## src/rtl/flag_branch_seq.sv

```systemverilog
// Flag-conditioned branch sequencer: owns the program counter and resolves one
// branch per three cycles. Optional return stack is built when FBS_CALL_STACK_EN is defined.
module flag_branch_seq #(
    parameter int ADDR_WIDTH  = 8,
    parameter int STACK_DEPTH = 4
) (
    input  logic                  clk,
    input  logic                  rst,
    input  logic                  pc_en,
    input  logic                  br_valid,
    output logic                  br_ready,
    input  logic [2:0]            br_cond,
    input  logic [ADDR_WIDTH-1:0] br_target,
    input  logic                  br_call,
    input  logic                  br_ret,
    input  logic                  C,
    input  logic                  N,
    input  logic                  P,
    input  logic                  Z,
    output logic [ADDR_WIDTH-1:0] pc,
    output logic                  taken,
    output logic                  busy,
    output logic                  stk_ovf,
    output logic                  stk_unf
);

    typedef enum logic [1:0] {IDLE, EVAL, UPDATE} state_t;

    state_t                  state_reg, state_next;
    logic [2:0]              cond_reg;
    logic [ADDR_WIDTH-1:0]   target_reg;
    logic                    call_reg, ret_reg, take_reg;
    logic                    accept, cond_true;
    logic [ADDR_WIDTH-1:0]   pc_inc, dest;

    assign br_ready = (state_reg == IDLE);
    assign busy     = (state_reg != IDLE);
    assign accept   = br_valid & br_ready;
    assign pc_inc   = pc + 1'b1;

    always_comb begin
        cond_true = 1'b0;
        case (cond_reg)
            3'b000: cond_true = 1'b1;
            3'b001: cond_true = Z;
            3'b010: cond_true = ~Z;
            3'b011: cond_true = C;
            3'b100: cond_true = ~C;
            3'b101: cond_true = N;
            3'b110: cond_true = P;
            3'b111: cond_true = ~P;
            default: cond_true = 1'b0;
        endcase
    end

    always_comb begin
        state_next = state_reg;
        case (state_reg)
            IDLE:    if (accept) state_next = EVAL;
            EVAL:    state_next = UPDATE;
            UPDATE:  state_next = IDLE;
            default: state_next = IDLE;
        endcase
    end

    always_ff @(posedge clk) begin
        if (!rst) state_reg <= IDLE;
        else      state_reg <= state_next;
    end

`ifdef FBS_CALL_STACK_EN
    localparam int IW  = (STACK_DEPTH > 1) ? $clog2(STACK_DEPTH) : 1;
    localparam int SPW = IW + 1;

    logic [SPW-1:0]        sp_reg;
    logic [ADDR_WIDTH-1:0] stack_mem [STACK_DEPTH];
    logic [ADDR_WIDTH-1:0] top_reg;
    logic                  ovf_reg, unf_reg;
    logic                  stack_full, stack_empty, do_call, do_ret, push;

    assign stack_full  = (sp_reg == SPW'(STACK_DEPTH));
    assign stack_empty = (sp_reg == '0);
    // A return wins over a call when both are flagged.
    assign do_call = (state_reg == UPDATE) && take_reg && call_reg && !ret_reg;
    assign do_ret  = (state_reg == UPDATE) && take_reg && ret_reg;
    assign push    = rst && do_call && !stack_full;
    assign dest    = ret_reg ? (stack_empty ? pc_inc : top_reg) : target_reg;

    always_ff @(posedge clk) begin
        if (push) stack_mem[sp_reg[IW-1:0]] <= pc_inc;
    end

    // Stack top is read during EVAL so it is ready for the UPDATE cycle.
    always_ff @(posedge clk) begin
        if (state_reg == EVAL) top_reg <= stack_mem[IW'(sp_reg - 1'b1)];
    end

    always_ff @(posedge clk) begin
        if (!rst) begin
            sp_reg  <= '0;
            ovf_reg <= 1'b0;
            unf_reg <= 1'b0;
        end else begin
            if (do_call) begin
                if (stack_full) ovf_reg <= 1'b1;
                else            sp_reg  <= sp_reg + 1'b1;
            end
            if (do_ret) begin
                if (stack_empty) unf_reg <= 1'b1;
                else             sp_reg  <= sp_reg - 1'b1;
            end
        end
    end

    assign stk_ovf = ovf_reg;
    assign stk_unf = unf_reg;
`else
    logic unused_stack_inputs;
    assign unused_stack_inputs = call_reg ^ ret_reg;
    assign dest    = target_reg;
    assign stk_ovf = 1'b0;
    assign stk_unf = 1'b0;
`endif

    always_ff @(posedge clk) begin
        if (!rst) begin
            pc         <= '0;
            taken      <= 1'b0;
            take_reg   <= 1'b0;
            cond_reg   <= '0;
            target_reg <= '0;
            call_reg   <= 1'b0;
            ret_reg    <= 1'b0;
        end else begin
            taken <= 1'b0;
            case (state_reg)
                IDLE: begin
                    if (accept) begin
                        cond_reg   <= br_cond;
                        target_reg <= br_target;
                        call_reg   <= br_call;
                        ret_reg    <= br_ret;
                    end else if (pc_en) begin
                        pc <= pc_inc;
                    end
                end
                EVAL: take_reg <= cond_true;
                UPDATE: begin
                    if (take_reg) begin
                        taken <= 1'b1;
                        pc    <= dest;
                    end else begin
                        pc <= pc_inc;
                    end
                end
                default: ;
            endcase
        end
    end

endmodule

```

## config.mk

```make
export PLATFORM = sky130hd
export DESIGN_NAME = flag_branch_seq
export DESIGN_NICKNAME = d
export VERILOG_FILES = /design/src/rtl/flag_branch_seq.sv
export SDC_FILE = /design/constraint.sdc
export NUM_CORES = 1
export LEC_CHECK = 0
export CORE_ASPECT_RATIO = 1.1
export CORE_MARGIN = 2
export CORE_UTILIZATION = 45
export CTS_BUF_LIST = sky130_fd_sc_hd__clkbuf_16
export DETAILED_ROUTE_END_ITERATION = 10
export PLACE_DENSITY = 0.74
export SYNTH_ARGS = -nofsm -noshare
export SYNTH_HDL_FRONTEND = slang
export SYNTH_SLANG_ARGS = --single-unit
export TNS_END_PERCENT = 50
```

## constraint.sdc

```tcl
create_clock -name clk -period 2.34 [get_ports clk]
set_input_delay 0.585 -clock clk [delete_from_list [all_inputs] [get_ports clk]]
set_output_delay 0.585 -clock clk [all_outputs]
set_load 0.005 [all_outputs]
```

# Word level (Yosys, flattened, before mapping)
# Index checks and enable logic that the tools add are counted.
# totals
output_inout_bits,13
regBits,23
# op_classes
addsub,1
n_eq_ne,12
bitwise_logic,4
reduce_logical,7
n_mux,8
# ops
operator,n
8-bit two-way mux,3
8-bit case mux with 2 select lines,1
3-bit == test (second input constant),4
8-bit by 1-bit adder with 8-bit output (second input constant),1
1-bit case mux with 8 select lines,1
3-bit by 2-bit == test with 1-bit output (second input constant),2
2-bit inequality test (second input constant),2
2-bit case mux with 2 select lines,1
2-bit AND reduction,2
2-bit nonzero test,2
3-bit by 1-bit == test with 1-bit output (second input constant),1
3-bit logical NOT,1
1-bit NOT,3
3-bit AND reduction,1
2-bit by 1-bit == test with 1-bit output (second input constant),1
2-bit == test (second input constant),1
2-bit logical NOT,1
2-bit two-way mux,1
2-bit by 1-bit inequality test with 1-bit output (second input constant),1
1-bit AND,1
1-bit two-way mux,1

# Logic depth before layout (Yosys ltp)
# depth
depth_word,4
ltp_mapped,7

# Worst setup path after synthesis
# Ideal clock, no wire load.
# synth_path
kind,input-to-reg
startpoint,in pc_en
endpoint,reg pc[5]
arrival_ns,1.417
setup_slack_ns,0.805
stages,4
setup_ns,0.119
cell_sequence,nor2b_1 > o21bai_1 > a221oi_1 > o221a_1
# synth_between
elab_chain_len,2
# synth_rtl
item,line_no,source
from (decl),9,"input logic pc_en,"
2-bit inequality test (no source line),n/a,
3-bit AND reduction (no source line),n/a,
to (signal assigned),144,pc <= pc_inc;
to (signal assigned),151,pc <= dest;
to (signal assigned),153,pc <= pc_inc;
to (decl),20,"output logic [ADDR_WIDTH-1:0] pc,"
# No other way between the ends.
# A chain may end at the register's enable or synchronous reset.

# Worst setup path in the final report
# layout_path
startpoint,reg state_reg[1]
endpoint,out br_ready
# layout_between
elab_chain_len,1
# layout_rtl
item,line_no,source
from (decl),29,"state_t state_reg, state_next;"
from (signal assigned),68,else state_reg <= state_next;
2-bit logical NOT,36,assign br_ready = (state_reg == IDLE);
to (decl),11,"output logic br_ready,"
# No other way between the ends.

==> impl_metrics.toml <==
[drt]
detailedRoute.firstPassIterationCount = 6
drtIter0Drc = 22
drc = 0
wire_per_inst_um = 13.4
postRouteAntennaNets = 0
vias = 1010
routed_wl_um = 2420
routed_via_density = 5.58

[setup_path]
critical-path-slowest-cell = "clkdlybuf4s50_1"
reg2reg_to = "pc[7]"
cp_max_fo = 8
path_cells = "or2_4 -> inv_2 -> clkdlybuf4s50_1"
critPathArrivalTime_ns = 1.45
cpPeakStageDelay_ns = 0.49
endpoint_kind = "primary output"
crit_start = "state_reg[1]"
start_kind = "flip-flop"
critPathKind = "reg2out"
regToRegStartpoint = "state_reg[1]"
rrSetupSlack_ns = 0.82
rr_worst_depth = 4
cp.required_ns = 1.75

[logic_synthesis]
synth_edf_count = 0
ys_dominant_reg_cell = "dfxtp_1"
ys_seq_area_share_pct = 40.5
syn_avg_cell_area_um2 = 9.32
synth_seq_cells = 23
synthDistinctLibCells = 42
netlist_area_mm2 = 0.00114
ys_warn_count = 0
async_flop_share_pct = 0
syn_inst = 122

[cts]
clock_latency_ns = 0.25
clock_path_buffers = 2
cts_hold_buf = 0
tritoncts = "done"
cts_buffers = 3
clkTransAtPathRegs_ns = 0.06
cts-root-buf = "clkbuf_16"
cts-resized-gates = 0
cts_sinks = 23
post_cts_buffers = 0
cts_max_level = 1

[timing]
relSlewSlack_pct = 61.3
rsz0062_at_grt = "false"
fmax_mhz = 491
final.setup.tns_ns = 0
period_minus_slack_ns = 2.04
whs_ns = 0.485
finalSetupViolCount = 0
finalCritPeriodShare_pct = 87.1
worst_slew_pin_slew_ns = 0.579
hold_viol_final = 0
slew_viol_final = 0
final.setup_skew_ns = 0.00319

[worst_hold_path]
worstHoldPathCells = 2
hold_end = "pc[1]"
holdCritStartpoint = "dest[1]"
hp-class = "reg2reg"

[place]
gp_congestion = 0.883
postPlaceCellArea_mm2 = 0.00141
dp_hpwl_um = 1780
portBuffers = 29

[die]
die_area_mm2 = 0.00295
core_mm2 = 0.00245
io_pins = 34
rows = 19
die_w_um = 51.9
dieHeight_um = 56.7
start_util_pct = 46.4

[cells_and_area]
fin_area_mm2 = 0.00149
area_delta_synth_final_pct = 31.2
final_cell_mix = "clkdlybuf4s50_1, dfxtp_1, nor2_1"
layout.cells.most_common = "clkdlybuf4s50_1"
num_antenna_cells = 0
layout.nets = 173
final_layout_size_suffix_gt1_share_pct = 8.00

[pwr]
p_sw_uw = 203
pwr_density_cell_mw_per_mm2 = 615
switching_share_pct = 22.1
ir_drop_uv = 465
p_int_uw = 715
share_seq_of_total_power_pct = 46.8
clockPowerShare_pct = 39.6
combPwrFrac_pct = 13.6
cellLeakagePower_nw = 0.582

[global_routing]
grt_pass1_wl_um = 3880
grt_pass1_vias = 923
grt_max_degree = 14
grt_antenna_before_repair = 0
gr-total-overflow = 0
grt_usage_pct = 17.5

[run_status]
run_status = "finished clean"

[flow_run]
drv_cap = 0
-- through the flow --
stage | util, % | instances | power [mW] | worst slack (ns)
finish | 61.0 | 181 | 0.918 | 0.302
global route | 61.0 | 181 | 0.961 | 0.232
CTS | 61.0 | 181 | 0.925 | 0.295
detailed placement | 57.7 | 177 | 0.562 | 0.233
global placement | 57.7 | 177 | 0.559 | 0.237
floorplan | - | 123 | 0.512 | 0.805
-- power groups by stage --
stage | clock, mW | combinational [mW] | sequential (mW)
4_1_cts | 0.370 | 0.126 | 0.429
2_1_floorplan | 0 | 0.0795 | 0.432
5_1_grt | 0.393 | 0.137 | 0.432
3_5_place_dp | 0 | 0.125 | 0.437
6_report | 0.363 | 0.125 | 0.430
3_3_place_gp | 0 | 0.123 | 0.436
-- cells by family (layout without fill, tap and decap cells) --
| group | Yosys count | count (layout) | share of synthesized area (%) |
|---|---|---|---|
| AND/OR/NAND/NOR | 44 | 44 | 19.4 |
| AO/OA/AOI/OAI | 29 | 29 | 19.7 |
| flip-flops | 23 | 23 | 40.5 |
| multiplexers | 12 | 12 | 11.7 |
| buffers and inverters | 12 | 39 | 7.37 |
| adder cells (fa/ha/maj) | 1 | 1 | 1.10 |
| other | 1 | 2 | 0.330 |
-- how the worst max path moves through the flow --
| stage | endpoint | slack (ns) | cells past startpoint |
|---|---|---|---|
| 2_1_floorplan | pc[5] | 0.80 | 4 |
| 3_3_place_gp | pc[5] | 0.24 | 5 |
| 3_5_place_dp | pc[5] | 0.23 | 5 |
| 4_1_cts | br_ready | 0.30 | 3 |
| 5_1_grt | br_ready | 0.23 | 3 |
| 6_report | br_ready | 0.30 | 3 |
-- critical path, delay by kind of cell (launching register included) --
family	cells	cell delay, ns
and+or+nand+nor	1	0.28
buffers and inverters	2	0.55
DFF	1	0.37
-- layout make-up --
| type | count | area, µm² |
|---|---|---|
| Tap cell | 31 | 38.8 |
| Timing Repair Buffer | 30 | 298 |
| Clock buffer | 3 | 75.1 |
| Clock inverter | 1 | 5.00 |
| Inverter | 5 | 18.8 |
| Sequential cell | 23 | 460 |
| Multi-Input combinational cell | 88 | 597 |
| Fill cell | 224 | 956 |
-- cells in the mapped netlist, types with 2 or more instances --
cell type | n | area share (%)
a211oi_1 | 2 | 1.3
a21oi_1 | 8 | 3.5
and3_1 | 3 | 1.7
buf_4 | 2 | 1.3
buf_6 | 2 | 2.0
clkbuf_1 | 2 | 0.66
dfxtp_1 | 23 | 40
inv_1 | 4 | 1.3
mux2i_1 | 11 | 9.7
nand2_1 | 8 | 2.6
nand2b_1 | 3 | 1.7
nand3_1 | 4 | 1.8
nor2_1 | 16 | 5.3
nor2b_1 | 2 | 1.1
nor3_1 | 2 | 0.88
o21ai_0 | 2 | 0.88
o21ai_1 | 2 | 0.88
o32ai_1 | 2 | 1.5
-- layer usage --
metal	global-route usage, %	routed length [µm]	vias to the layer above	share of wire [%]
met3	3.72	82	5	3.4
li1	-	-	495	-
met1	20.3	1060	486	44
met5	0	0	-	0
met4	7.89	38	0	1.6
met2	29.8	1240	24	51
(Power assumes the default switching activity.)
==> edit, RTL diff (same flow settings) <==
Set the parameter `ADDR_WIDTH` to 7 (it was 8).
--- a/src/rtl/flag_branch_seq.sv
+++ b/src/rtl/flag_branch_seq.sv
@@ -2,5 +2,5 @@
 // branch per three cycles. Optional return stack is built when FBS_CALL_STACK_EN is defined.
 module flag_branch_seq #(
-    parameter int ADDR_WIDTH  = 8,
+    parameter int ADDR_WIDTH  = 7,
     parameter int STACK_DEPTH = 4
 ) (
Ports: changed (resized br_target and pc); port bits go from 34 to 32. The function was not compared with the original's and may differ.
==> edit against the original RTL <==
Sequential cell count decreased by 2; total power decreased by 5.7%; setup slack improved by 20 ps; count of clock-buffer cells in the layout unchanged; final area decreased by 5.2%; fmax increased by 0.98%; final cell count decreased by 8.3%; area after synthesis decreased by 6.6%; clock power decreased by 3%; routed wire length decreased by 16%; critical endpoint unchanged.
==> edit: results <==
[synthesis]
synth.distinct_cells = 41
synthTopCellsByCount = 21 x dfxtp_1, 12 x mux2i_1, 11 x nor2b_1
yosysSeqAreaShare = 0.396
yosys-top-cells-area = dfxtp_1 40%, mux2i_1 11%, nor2b_1 6.5%
netlist_instances = 108

[finish]
drive_above_1_share = 0.125
fin_nets = 158
fillers = 192

[global_routing]
grt_pass1_vias = 815
global_route.usage.met1 = 0.177
gr-usage-met3 = 0.0188
grt_pass1_wl_um = 3410
use_met2 = 0.325
grtUsageTotal = 0.164

[drt]
firstDrtPassIters = 4
first_iter_violations = 6
drt-met1-wl_um = 873
wl_per_cell_um = 12.2
dr_wl_met2_um = 1080
wl_met3_um = 66
detail_route.vias_per_cell = 5.10
via_count = 847

[place]
globalplace.congestion = 0.805
port_buffers = 27
place_ws_ps = 347
dp_hpwl_um = 1520
placed_cell_area_mm2 = 0.00134

[pwr]
leakagePower_nw = 0.545
irDropWorstVdd_mv = 0.352
p_int_mw = 0.681

[worst_setup_path]
cp.arrival_ps = 1430
worst_r2r_endpoint = pc[2]
cp_max_fo = 7

[sta]
hold_slack_ps = 513
worst_slack_ps = 322
clock_skew_ps = 4.28

[hold_path]
min_from = dest[2]
holdPathEnd = dest[2]

[clock_network]
cts_resized = 0

[run_status]
status = finished clean
-- edit: cell types whose count changed after synthesis, moves of 2 or more --
cell	delta
o21ai_1	-2
o221a_2	+2
a211oi_1	-2
nor2_1	-14
nor2b_1	+9
and3_1	-2
dfxtp_1	-2
-- edit: layout make-up --
class	instances	area [um2]	area share
clock buffer	3	75.1	0.0531
clock inverter	1	5.00	0.00354
inverter	5	18.8	0.0133
multi-input combinational	77	573	0.405
sequential	21	420	0.297
tap	30	37.5	0.0265
timing repair buffer	29	285	0.202
-- edit: logic make-up (layout without fill, tap and decap cells) --
| kind of cell | after synthesis | count (layout) | share of synthesized area |
|---|---|---|---|
| fa+ha+maj | 1 | 1 | 0.0118 |
| compound gates | 23 | 23 | 0.166 |
| other cells | 1 | 2 | 0.00353 |
| simple gates | 37 | 37 | 0.210 |
| buf+inv | 11 | 38 | 0.0683 |
| mux | 14 | 14 | 0.145 |
| flops | 21 | 21 | 0.396 |
-- edit: power groups by stage --
stage	sequential, mW	combinational, mW	clock, mW
5_1_grt	0.395	0.134	0.378
4_1_cts	0.392	0.123	0.363
2_1_floorplan	0.396	0.0768	0
6_report	0.391	0.121	0.353
3_5_place_dp	0.399	0.122	0
3_3_place_gp	0.399	0.119	0
-- edit: critical path, stage by stage, from the launching register on --
cell and delay [ps]:
dfxtp_1 360, or2_4 280, inv_2 60, clkdlybuf4s50_1 490
-- edit: worst max-delay path by stage --
stage / from / endpoint / cells after the start
floorplan: pc_en / pc[2] / 4
global placement: br_valid / pc[2] / 5
detailed placement: br_valid / pc[2] / 5
CTS: state_reg[1] / br_ready / 3
global route: state_reg[1] / br_ready / 3
finish: state_reg[1] / br_ready / 3
